$ cat src/rtl/color_code_scheduler.sv
// Round-robin scheduler sharing one digit-to-colour converter among NUM_REQ requesters.
// Optional macro COLOR_CODE_SKIP_UNCHANGED_EN: re-ack an unchanged value without reconverting.

module color_code_slot (
  input  logic        clk,
  input  logic        rst,
  input  logic        cap,
  input  logic [23:0] code_in,
`ifdef COLOR_CODE_SKIP_UNCHANGED_EN
  input  logic [5:0]  num_in,
  output logic [5:0]  last_num,
`endif
  output logic [23:0] code,
  output logic        valid
);
  always_ff @(posedge clk) begin
    if (rst) begin
      code  <= '0;
      valid <= 1'b0;
    end else if (cap) begin
      code  <= code_in;
      valid <= 1'b1;
    end
  end

`ifdef COLOR_CODE_SKIP_UNCHANGED_EN
  always_ff @(posedge clk) begin
    if (rst)      last_num <= '0;
    else if (cap) last_num <= num_in;
  end
`endif
endmodule

module color_code_scheduler #(
  parameter int NUM_REQ       = 3,
  parameter int SETTLE_CYCLES = 1
) (
  input  logic                   clk,
  input  logic                   rst,
  input  logic [NUM_REQ-1:0]     req,
  input  logic [6*NUM_REQ-1:0]   num_in,
  output logic [NUM_REQ-1:0]     ack,
  output logic [5:0]             conv_num,
  input  logic [23:0]            conv_code,
  output logic [24*NUM_REQ-1:0]  code_out,
  output logic [NUM_REQ-1:0]     code_valid,
  output logic                   busy
);
  localparam int PW = (NUM_REQ > 1) ? $clog2(NUM_REQ) : 1;

  typedef enum logic [1:0] {IDLE, SETTLE, DONE} state_t;
  state_t state, state_nx;

  logic [PW-1:0] rr_ptr, g, grant, lo_idx, hi_idx;
  logic          lo_f, hi_f, found, hit;
  logic [3:0]    cnt;
  logic [NUM_REQ-1:0][5:0]  nums;
  logic [NUM_REQ-1:0][23:0] codes;
  logic [NUM_REQ-1:0]       cap;

  assign nums     = num_in;
  assign code_out = codes;
  assign busy     = (state != IDLE);

  // Cyclic priority: lowest index at/after rr_ptr wins, else wrap to lowest overall.
  always_comb begin
    lo_idx = '0;
    hi_idx = '0;
    lo_f   = 1'b0;
    hi_f   = 1'b0;
    for (int i = NUM_REQ-1; i >= 0; i--) begin
      if (req[i]) begin
        lo_idx = PW'(i);
        lo_f   = 1'b1;
        if (PW'(i) >= rr_ptr) begin
          hi_idx = PW'(i);
          hi_f   = 1'b1;
        end
      end
    end
    found = lo_f;
    grant = hi_f ? hi_idx : lo_idx;
  end

`ifdef COLOR_CODE_SKIP_UNCHANGED_EN
  logic [NUM_REQ-1:0][5:0] last_num;
  assign hit = found && code_valid[grant] && (nums[grant] == last_num[grant]);
`else
  assign hit = 1'b0;
`endif

  always_ff @(posedge clk) begin
    if (rst) state <= IDLE;
    else     state <= state_nx;
  end

  always_comb begin
    state_nx = state;
    case (state)
      IDLE:    if (found) state_nx = hit ? DONE : SETTLE;
      SETTLE:  if (cnt == 4'd0) state_nx = DONE;
      DONE:    state_nx = IDLE;
      default: state_nx = IDLE;
    endcase
  end

  always_ff @(posedge clk) begin
    if (rst) begin
      rr_ptr   <= '0;
      g        <= '0;
      cnt      <= '0;
      conv_num <= '0;
      ack      <= '0;
    end else begin
      case (state)
        IDLE: if (found) begin
          g <= grant;
          if (hit) begin
            ack        <= '0;
            ack[grant] <= 1'b1;
          end else begin
            conv_num <= nums[grant];
            cnt      <= 4'(SETTLE_CYCLES);
          end
        end
        SETTLE: begin
          if (cnt == 4'd0) begin
            ack    <= '0;
            ack[g] <= 1'b1;
          end else begin
            cnt <= cnt - 4'd1;
          end
        end
        DONE: begin
          ack    <= '0;
          rr_ptr <= (g == PW'(NUM_REQ-1)) ? '0 : g + 1'b1;
        end
        default: ack <= '0;
      endcase
    end
  end

  for (genvar i = 0; i < NUM_REQ; i++) begin : g_slot
    assign cap[i] = (state == SETTLE) && (cnt == 4'd0) && (g == PW'(i));
    color_code_slot u_slot (
      .clk      (clk),
      .rst      (rst),
      .cap      (cap[i]),
      .code_in  (conv_code),
`ifdef COLOR_CODE_SKIP_UNCHANGED_EN
      .num_in   (conv_num),
      .last_num (last_num[i]),
`endif
      .code     (codes[i]),
      .valid    (code_valid[i])
    );
  end
endmodule
$ cat config.mk
export PLATFORM = sky130hd
export DESIGN_NAME = color_code_scheduler
export DESIGN_NICKNAME = d
export VERILOG_FILES = /design/src/rtl/color_code_scheduler.sv
export SDC_FILE = /design/constraint.sdc
export NUM_CORES = 1
export LEC_CHECK = 0
export BUFFER_PORTS_ARGS = -buffer_cell sky130_fd_sc_hd__buf_4
export CORE_MARGIN = 4
export CORE_UTILIZATION = 45
export DETAILED_ROUTE_END_ITERATION = 10
export PLACE_DENSITY = 0.82
export SYNTH_ARGS = -nofsm -noshare
export SYNTH_HDL_FRONTEND = slang
export SYNTH_SLANG_ARGS = --single-unit
$ cat constraint.sdc
create_clock -name clk -period 2.8 [get_ports clk]
set_input_delay 0.28 -clock clk [delete_from_list [all_inputs] [get_ports clk]]
set_output_delay 0.28 -clock clk [all_outputs]
set_load 0.005 [all_outputs]
==> results of run 1 <==
==> layout by cell type, fill, tap and decap left out, drive strengths merged, types with 2 or more instances in the layout <==
| cell type | instances |
|---|---|
| inv | 8 |
| a32o | 6 |
| dfxtp | 94 |
| o21bai | 6 |
| clkbuf | 9 |
| ha | 2 |
| nand2 | 161 |
| and3 | 3 |
| nand2b | 4 |
| nor3 | 7 |
| a21oi | 82 |
| a221o | 6 |
| nand3 | 4 |
| xor2 | 2 |
| or2 | 2 |
| nor2b | 3 |
| nor2 | 18 |
| clkinv | 2 |
| buf | 141 |
==> cells by family (layout without fill, tap and decap cells) <==
group | count (synthesis) | in the layout
and+or+nand+nor | 206 | 206
AOI/OAI and AO/OA | 104 | 104
DFF | 94 | 94
buffers and inverters | 35 | 161
adders and majority gates | 2 | 2
xor gates and xnor gates | 2 | 2
muxes | 1 | 1
==> where the power goes <==
group          switching (mW)  leakage (nW)  total (mW)  internal [mW]
registers              0.0443         0.762        1.45           1.41
clock network           0.518        0.0943       0.863          0.345
logic                   0.244          1.16       0.454          0.210
total                   0.806          2.01        2.77           1.96
==> cell type report <==
cell class | instances | area [µm²]
clock inverter | 7 | 65.1
timing repair buffer | 141 | 1080
sequential | 94 | 1880
clock buffer | 9 | 124
inverter | 4 | 15.0
fill | 682 | 2930
multi-input combinational | 315 | 1620
tap | 102 | 128
==> critical path: cells and delay by family, from the launching register on <==
family	cells	cell delay, ns
AO/OA/AOI/OAI	1	0.05
adder cells (fa/ha/maj)	1	0.16
buffers and inverters	2	0.36
flip-flops	1	0.35
AND/OR/NAND/NOR	3	1.23
==> worst paths after layout <==
path                                           from                                     end
min reg2reg  g_slot[0].u_slot.code[11]$_SDFFE_PP0P_  g_slot[0].u_slot.code[11]$_SDFFE_PP0P_
min                                   conv_code[18]  g_slot[1].u_slot.code[18]$_SDFFE_PP0P_
max                             cnt[0]$_SDFFE_PP0P_  g_slot[2].u_slot.code[14]$_SDFFE_PP0P_
max reg2reg                     cnt[0]$_SDFFE_PP0P_  g_slot[2].u_slot.code[14]$_SDFFE_PP0P_
==> per-layer routing <==
layer / GRT usage / up-vias
met5: 0 / -
met1: 0.273 / 1580
met2: 0.331 / 137
li1: - / 1712
met3: 0.0453 / 11
met4: 0.0651 / 0
==> flip-flops by register name, indices dropped and copies added (netlist names) <==
name and count:
ack 3, g_slot.u_slot.code 72, rr_ptr 2, g 2, state 2, g_slot.u_slot.valid 3
conv_num 6, cnt 4
==> results.yml, run 1 <==
outcome:
  status: "finished, final reports clean"
route:
  drcViolationCount: 0
  highest_layer: "met4"
  wirelength_um: 10100
  drt-met1-wl_um: 4460
  drtAntennaViolNets: 0
  wl_met3_um: 740
  dr.pass1.iters: 4
  wire_per_inst_um: 15.0
  vias: 3440
  wl_met2_um: 4760
  routed_via_density: 5.12
  drt_iter0_drc: 137
pwr:
  peakVddDrop_v: 0.000257
  powerDensity_nw_per_um2: 563
  leakage_nw: 2.01
  p_total_mw: 2.77
synth:
  yosysSeqAreaShare: 0.510
  synth_commonest_cells: "nand2_1, dfxtp_1, a21oi_1, nand2_2"
  synth_cell_types: 33
  synth_seq_cells: 94
  synth_area_per_cell_um2: 8.31
  async_reset_ff_frac: 0
  synth_area_leaders: "dfxtp_1, nand2_1, a21oi_1, a21oi_2, nand2_2"
  synth_top_family_by_area: "simple AND/OR/NAND/NOR gates"
  synthMuxAreaShare: 0.00271
  yosys.area_share.xor_xnor: 0.00475
  synth_fa_ha_area_frac: 0.00678
  netlist_area_um2: 3690
  yosys.area_share.simple: 0.243
  synth_compound_area_frac: 0.181
  synth_fp_nets: 493
  yosys_warnings: 0
  synthesis.instances: 444
  synthMostInstantiatedCell: "nand2_1"
  yosysTopAreaCellShare: 0.510
  synth_ff_type: "dfxtp_1"
  yosys.area.top_type: "dfxtp_1"
  synth_edf_count: 0
grt:
  grt_pass1_vias: 3315
  grt_start_max_net_pins: 61
  gr-total-overflow: 0
  grt_pass1_wl_um: 16300
  antenna_found_initial: 0
  grtUsageTotal: 0.204
timing:
  period_minus_slack_ns: 2.29
  rsz0062_at_grt: "no"
  max_freq_mhz: 436
  drv_slew: 0
  fin_tns_setup_ns: 0
  finalHoldViolCount: 0
  worstMarginPinSlew_ns: 0.676
  worst_slack_ns: 0.508
  setup_violations: 0
  fin_crit_sh: 0.818
  finClkSkew_ns: 0.0164
  hold_ws_ns: 0.172
  relSlewSlack: 0.549
floorplan:
  die_width_um: 98.6
  initial_core_util: 0.470
  die_h_um: 98.6
  num_io_pins: 132
  core-area_um2: 7850
  die_area_um2: 9710
  rows: 32
placed_design:
  globalplace.congestion: 0.773
  dpl.cell_count: 656
  dp_hpwl_um: 7270
  io_buffers: 131
  place_area_um2: 4730
  dp_worst_setup_slack_ns: 0.554
worst_setup_path:
  cp_max_fo: 16
  rrSetupSlack_ns: 0.51
  max_stage_delay_ns: 0.68
  critPathLaunchType: "flip-flop"
  slowest_stage: "or4_1"
  crit_type: "flip-flop to flip-flop"
  worst_ep_arrival_time_ns: 2.51
  r2r_cells: 7
  end_kind: "flip-flop"
  critPathRequiredTime_ns: 3.02
  crit_chain: "inv_1 -> ha_1 -> or3b_1 -> or4_1 -> buf_12 -> nand2_2 -> a21oi_2"
clocking:
  clk_latency_ns: 0.36
  post_cts_buffers: 0
  clkTransAtPathRegs_ns: 0.10
  cts_tree: "built"
  numCtsBuffers: 9
  cts_resized: 0
  cts.htree.levels: 3
  clock_path_buffers: 2
  postCtsHoldBufs: 0
  cts_root_buffer: "clkbuf_8"
  clock-sinks: 94
layout:
  nets: 614
  final_cells: 672
  antenna_cells: 0
  final_util: 0.626
  drive_gt1_frac: 0.347
  final_cell_area_um2: 4920
  area_delta_synth_final_pct: 33.2
hold_path:
  hp-class: "input port to flip-flop"
  holdPathStages: 3
flow_run:
  maxCapViolCount: 0
(Power assumes the default switching activity.)
==> run 2: changes to the inputs <==
==> constraint.sdc (replaced) <==
create_clock -name clk -period 2.38 [get_ports clk]
set_input_delay 0.238 -clock clk [delete_from_list [all_inputs] [get_ports clk]]
set_output_delay 0.238 -clock clk [all_outputs]
set_load 0.005 [all_outputs]
==> run 2 against run 1 <==
Effect of this change:
- power is 20% higher
- sequential cell count unchanged
- clock power increased by 24%
- global-route usage fell by 0.52 points
- first-iteration DRC count fell by 23%
- die area did not move
- critical path depth is the same
- critical path type unchanged
==> results.yml, run 2 (synthesis results as in run 1) <==
clocking:
  post_cts_buffers: 0
  clk_latency_ns: 0.35
  numCtsBuffers: 9
  cts.htree.levels: 3
  cts_root_buffer: "clkbuf_8"
  postCtsHoldBufs: 0
  cts_resized: 0
  cts_tree: "built"
  clock-sinks: 94
  clock_path_buffers: 2
  clkTransAtPathRegs_ns: 0.10
worst_setup_path:
  worst_ep_arrival_time_ns: 2.30
  path_delay_family: "simple AND/OR/NAND/NOR gates"
  rrSetupSlack_ns: 0.31
  cp_max_fo: 16
  end_kind: "flip-flop"
  critPathLaunchType: "flip-flop"
  crit_chain: "inv_1 -> ha_1 -> or3b_1 -> or4_1 -> buf_4 -> nand2_2 -> a21oi_2"
  crit_type: "flip-flop to flip-flop"
  slowest_stage: "or3b_1"
  critPathRequiredTime_ns: 2.61
  max_stage_delay_ns: 0.47
  crit_buf_inv: 2
grt:
  gr-total-overflow: 0
  grt_start_max_net_pins: 42
  antenna_found_initial: 0
  grt_pass1_wl_um: 16000
  grt_pass1_vias: 3378
  grtUsageTotal: 0.199
placed_design:
  globalplace.congestion: 0.773
  dp_worst_setup_slack_ns: 0.313
  dp_hpwl_um: 7370
  io_buffers: 131
layout:
  area_delta_synth_final_pct: 33.8
  top_register: "g_slot.u_slot.code"
  nets: 616
  drive_gt1_frac: 0.350
  final_cell_mix: "buf_4, nand2_1, dfxtp_1"
  top_regs: "g_slot.u_slot.code x72, conv_num x6, cnt x4"
  antenna_cells: 0
  layout_commonest_cell: "buf_4"
  largest_reg_flops: 72
pwr:
  powerDensity_nw_per_um2: 671
  peakVddDrop_v: 0.000314
  leakage_nw: 2.03
floorplan:
  initial_core_util: 0.470
  die_width_um: 98.6
  rows: 32
  die_area_um2: 9710
  core-area_um2: 7850
  num_io_pins: 132
  die_h_um: 98.6
timing:
  setup_violations: 0
  period_minus_slack_ns: 2.07
  fin_crit_sh: 0.870
  rsz0062_at_grt: "no"
  worst_slack_ns: 0.310
  max_freq_mhz: 483
  drv_slew: 0
  finClkSkew_ns: 0.0136
  relSlewSlack: 0.644
  fin_tns_setup_ns: 0
  worstMarginPinSlew_ns: 0.534
  finalHoldViolCount: 0
route:
  dr.pass1.iters: 4
  drt_iter0_drc: 105
  routed_via_density: 5.07
  drtAntennaViolNets: 0
  vias: 3418
  drcViolationCount: 0
  wirelength_um: 9800
  wire_per_inst_um: 14.5
flow_run:
  maxCapViolCount: 0
hold_path:
  hp-class: "input port to flip-flop"
outcome:
  status: "finished, final reports clean"
[run 2: final timing paths]
check                                        start                                endpoint  cells after the start
max                            cnt[0]$_SDFFE_PP0P_  g_slot[2].u_slot.code[20]$_SDFFE_PP0P_                      7
min                                  conv_code[18]  g_slot[1].u_slot.code[18]$_SDFFE_PP0P_                      3
max reg2reg                    cnt[0]$_SDFFE_PP0P_  g_slot[2].u_slot.code[20]$_SDFFE_PP0P_                      7
min reg2reg  g_slot[1].u_slot.code[8]$_SDFFE_PP0P_   g_slot[1].u_slot.code[8]$_SDFFE_PP0P_                      2
[run 2: metrics by stage]
| step | total power, mW | hold WS [ns] | cell area [µm²] | cells | utilization |
|---|---|---|---|---|---|
| floorplan | 2.01 | 0.374 | 3690 | 444 | - |
| global placement | 2.26 | 0.443 | 4730 | 658 | 0.603 |
| detailed placement | 2.28 | 0.447 | 4730 | 658 | 0.603 |
| CTS | 3.35 | 0.121 | 4940 | 674 | 0.629 |
| global route | 3.47 | 0.124 | 4940 | 674 | 0.629 |
| finish | 3.31 | 0.138 | 4940 | 674 | 0.629 |
[run 2: power by group]
part,switching (mW),internal [mW]
clock network,0.555,0.520
logic,0.282,0.251
registers,0.0511,1.65
[run 2: per-layer routing]
layer | global-route usage | share of wire | vias up
met2 | 0.338 | 0.49 | 112
met3 | 0.0658 | 0.080 | 11
met4 | 0.0452 | 0.0097 | 0
li1 | - | - | 1706
met1 | 0.247 | 0.42 | 1589
met5 | 0 | 0 | -
[run 2: final cells by class]
type                            count  area [µm²]
Multi-Input combinational cell    315        1620
Clock inverter                      6        68.8
Inverter                            4        15.0
Sequential cell                    94        1880
Fill cell                         714        2910
Timing Repair Buffer              143        1090
Tap cell                          102         128
Clock buffer                       10         138
[run 2: tightest hold or removal path, stage by stage]
cell and delay (ns):
buf_4 0.12, nand2_1 0.05, a21oi_1 0.05
==> run 3: changes to the inputs <==
--- a/config.mk
+++ b/config.mk
@@ -6,10 +6,10 @@
 export NUM_CORES = 1
 export LEC_CHECK = 0
 export BUFFER_PORTS_ARGS = -buffer_cell sky130_fd_sc_hd__buf_4
-export CORE_MARGIN = 4
 export CORE_UTILIZATION = 45
 export DETAILED_ROUTE_END_ITERATION = 10
 export PLACE_DENSITY = 0.82
+export SETUP_SLACK_MARGIN = 0.02
 export SYNTH_ARGS = -nofsm -noshare
 export SYNTH_HDL_FRONTEND = slang
 export SYNTH_SLANG_ARGS = --single-unit
==> run 3 against run 2 <==
Effect of this change:
- final area fell by 0.38%
- clock skew up 0.0013 ns
- register-to-register slack about the same
- critical path depth is the same
- critical path type unchanged
- largest cell class unchanged
- largest power group unchanged
- highest routed layer unchanged
==> results.yml, run 3 (synthesis results as in run 1) <==
outcome:
  status: "finished, final reports clean"
clocking:
  postCtsHoldBufs: 0
  cts.htree.levels: 3
  numCtsBuffers: 9
  clkTransAtPathRegs_ns: 0.10
  post_cts_buffers: 0
  cts_root_buffer: "clkbuf_8"
  cts_resized: 0
  clock-sinks: 94
  cts_tree: "built"
  clk_latency_ns: 0.36
  clock_path_buffers: 2
route:
  routed_via_density: 5.15
  dr.pass1.iters: 4
  wire_per_inst_um: 14.3
  drt_iter0_drc: 111
  wirelength_um: 9620
  drtAntennaViolNets: 0
  drcViolationCount: 0
  vias: 3467
floorplan:
  rows: 32
  die_width_um: 92.6
  die_h_um: 92.6
  core-area_um2: 7850
  initial_core_util: 0.470
  die_area_um2: 8570
  num_io_pins: 132
pwr:
  leakage_nw: 2.01
  peakVddDrop_v: 0.000275
  p_total_mw: 3.25
  powerDensity_nw_per_um2: 662
timing:
  finClkSkew_ns: 0.0149
  period_minus_slack_ns: 2.06
  rsz0062_at_grt: "no"
  relSlewSlack: 0.621
  max_freq_mhz: 485
  fin_tns_setup_ns: 0
  worstMarginPinSlew_ns: 0.569
  drv_slew: 0
  setup_violations: 0
  finalHoldViolCount: 0
  fin_crit_sh: 0.867
worst_setup_path:
  crit_buf_inv: 2
  slowest_stage: "or3b_1"
  startpoint: "cnt[0]$_SDFFE_PP0P_"
  crit_type: "flip-flop to flip-flop"
  r2r_end: "g_slot[2].u_slot.code[9]$_SDFFE_PP0P_"
  critPathRequiredTime_ns: 2.61
  max_stage_delay_ns: 0.47
  rrSetupSlack_ns: 0.32
  path_depth: 7
  path_delay_family: "simple AND/OR/NAND/NOR gates"
  cp_max_fo: 16
  worst_ep_arrival_time_ns: 2.29
  r2r_cells: 7
  end_kind: "flip-flop"
  critPathLaunchType: "flip-flop"
  crit_chain: "inv_1 -> ha_1 -> or3b_1 -> or4_1 -> buf_4 -> nand2_2 -> a21oi_2"
  crit_end: "g_slot[2].u_slot.code[9]$_SDFFE_PP0P_"
  worstReg2RegStart: "cnt[0]$_SDFFE_PP0P_"
hold_path:
  hp-class: "input port to flip-flop"
layout:
  final_cell_mix: "nand2_1, buf_4, dfxtp_1"
  top_regs: "g_slot.u_slot.code x72, conv_num x6, cnt x4"
  drive_gt1_frac: 0.349
  multi_input_area_um2: 1620
  top_register: "g_slot.u_slot.code"
  nets: 615
  fill_cells: 722
  regArea_um2: 1880
  final_util: 0.627
  area_delta_synth_final_pct: 33.3
  antenna_cells: 0
  largest_reg_flops: 72
grt:
  antenna_found_initial: 0
  grt_pass1_wl_um: 15600
  grt_start_max_net_pins: 52
  grtUsageTotal: 0.230
  gr-total-overflow: 0
  grt_pass1_vias: 3263
flow_run:
  maxCapViolCount: 0
placed_design:
  globalplace.congestion: 0.818
  dp_hpwl_um: 6990
  io_buffers: 131
## run 3: changes by cell type in the layout (fill, tap and decap cells not counted), sizes merged
cell,change
clkinvlp,+1
buf,-1
bufinv,-1
## run 3: worst min path at each step
stage / startpoint / end / slack (ns) / cells past startpoint
floorplan: conv_code[4] / g_slot[2].u_slot.code[4]$_SDFFE_PP0P_ / 0.37 / 2
global placement: g_slot[1].u_slot.code[21]$_SDFFE_PP0P_ / g_slot[1].u_slot.code[21]$_SDFFE_PP0P_ / 0.44 / 2
detailed placement: g_slot[1].u_slot.code[14]$_SDFFE_PP0P_ / g_slot[1].u_slot.code[14]$_SDFFE_PP0P_ / 0.45 / 2
CTS: conv_code[17] / g_slot[1].u_slot.code[17]$_SDFFE_PP0P_ / 0.12 / 3
global route: conv_code[15] / g_slot[0].u_slot.code[15]$_SDFFE_PP0P_ / 0.12 / 3
finish: conv_code[13] / g_slot[1].u_slot.code[13]$_SDFFE_PP0P_ / 0.13 / 3
## run 3: layout make-up
cell class	instances	area share
repair buffers	142	0.219
inverters	4	0.00305
well taps	102	0.0260
flip-flops and latches	94	0.383
clock buffers	10	0.0280
multi-input cells	315	0.329
clock inverters	6	0.0117
## run 3: per-layer routing
metal | vias to the layer above | share of wire | track usage
met3 | 14 | 0.063 | 0.0386
met5 | - | 0 | 0
li1 | 1708 | - | -
met1 | 1616 | 0.43 | 0.289
met4 | 0 | 0.016 | 0.0820
met2 | 129 | 0.49 | 0.394
## run 3: stage by stage
step	instances	setup slack [ns]	hold WS, ns	cell area [µm²]
5_1_grt	673	0.212	0.115	4920
3_5_place_dp	657	0.328	0.447	4720
4_1_cts	673	0.320	0.120	4920
3_3_place_gp	657	0.415	0.443	4720
6_report	673	0.317	0.129	4920
2_1_floorplan	444	0.433	0.374	3690
## run 3: worst register-to-register path, stage by stage (launching register included)
cell,delay (ns)
dfxtp_1,0.35
inv_1,0.09
ha_1,0.15
or3b_1,0.47
or4_1,0.47
buf_4,0.25
nand2_2,0.11
a21oi_2,0.05
## run 3: power by group
group	switching, mW	internal (mW)	total [mW]
logic	0.284	0.247	0.531
clock network	0.594	0.425	1.02
registers	0.0510	1.65	1.70
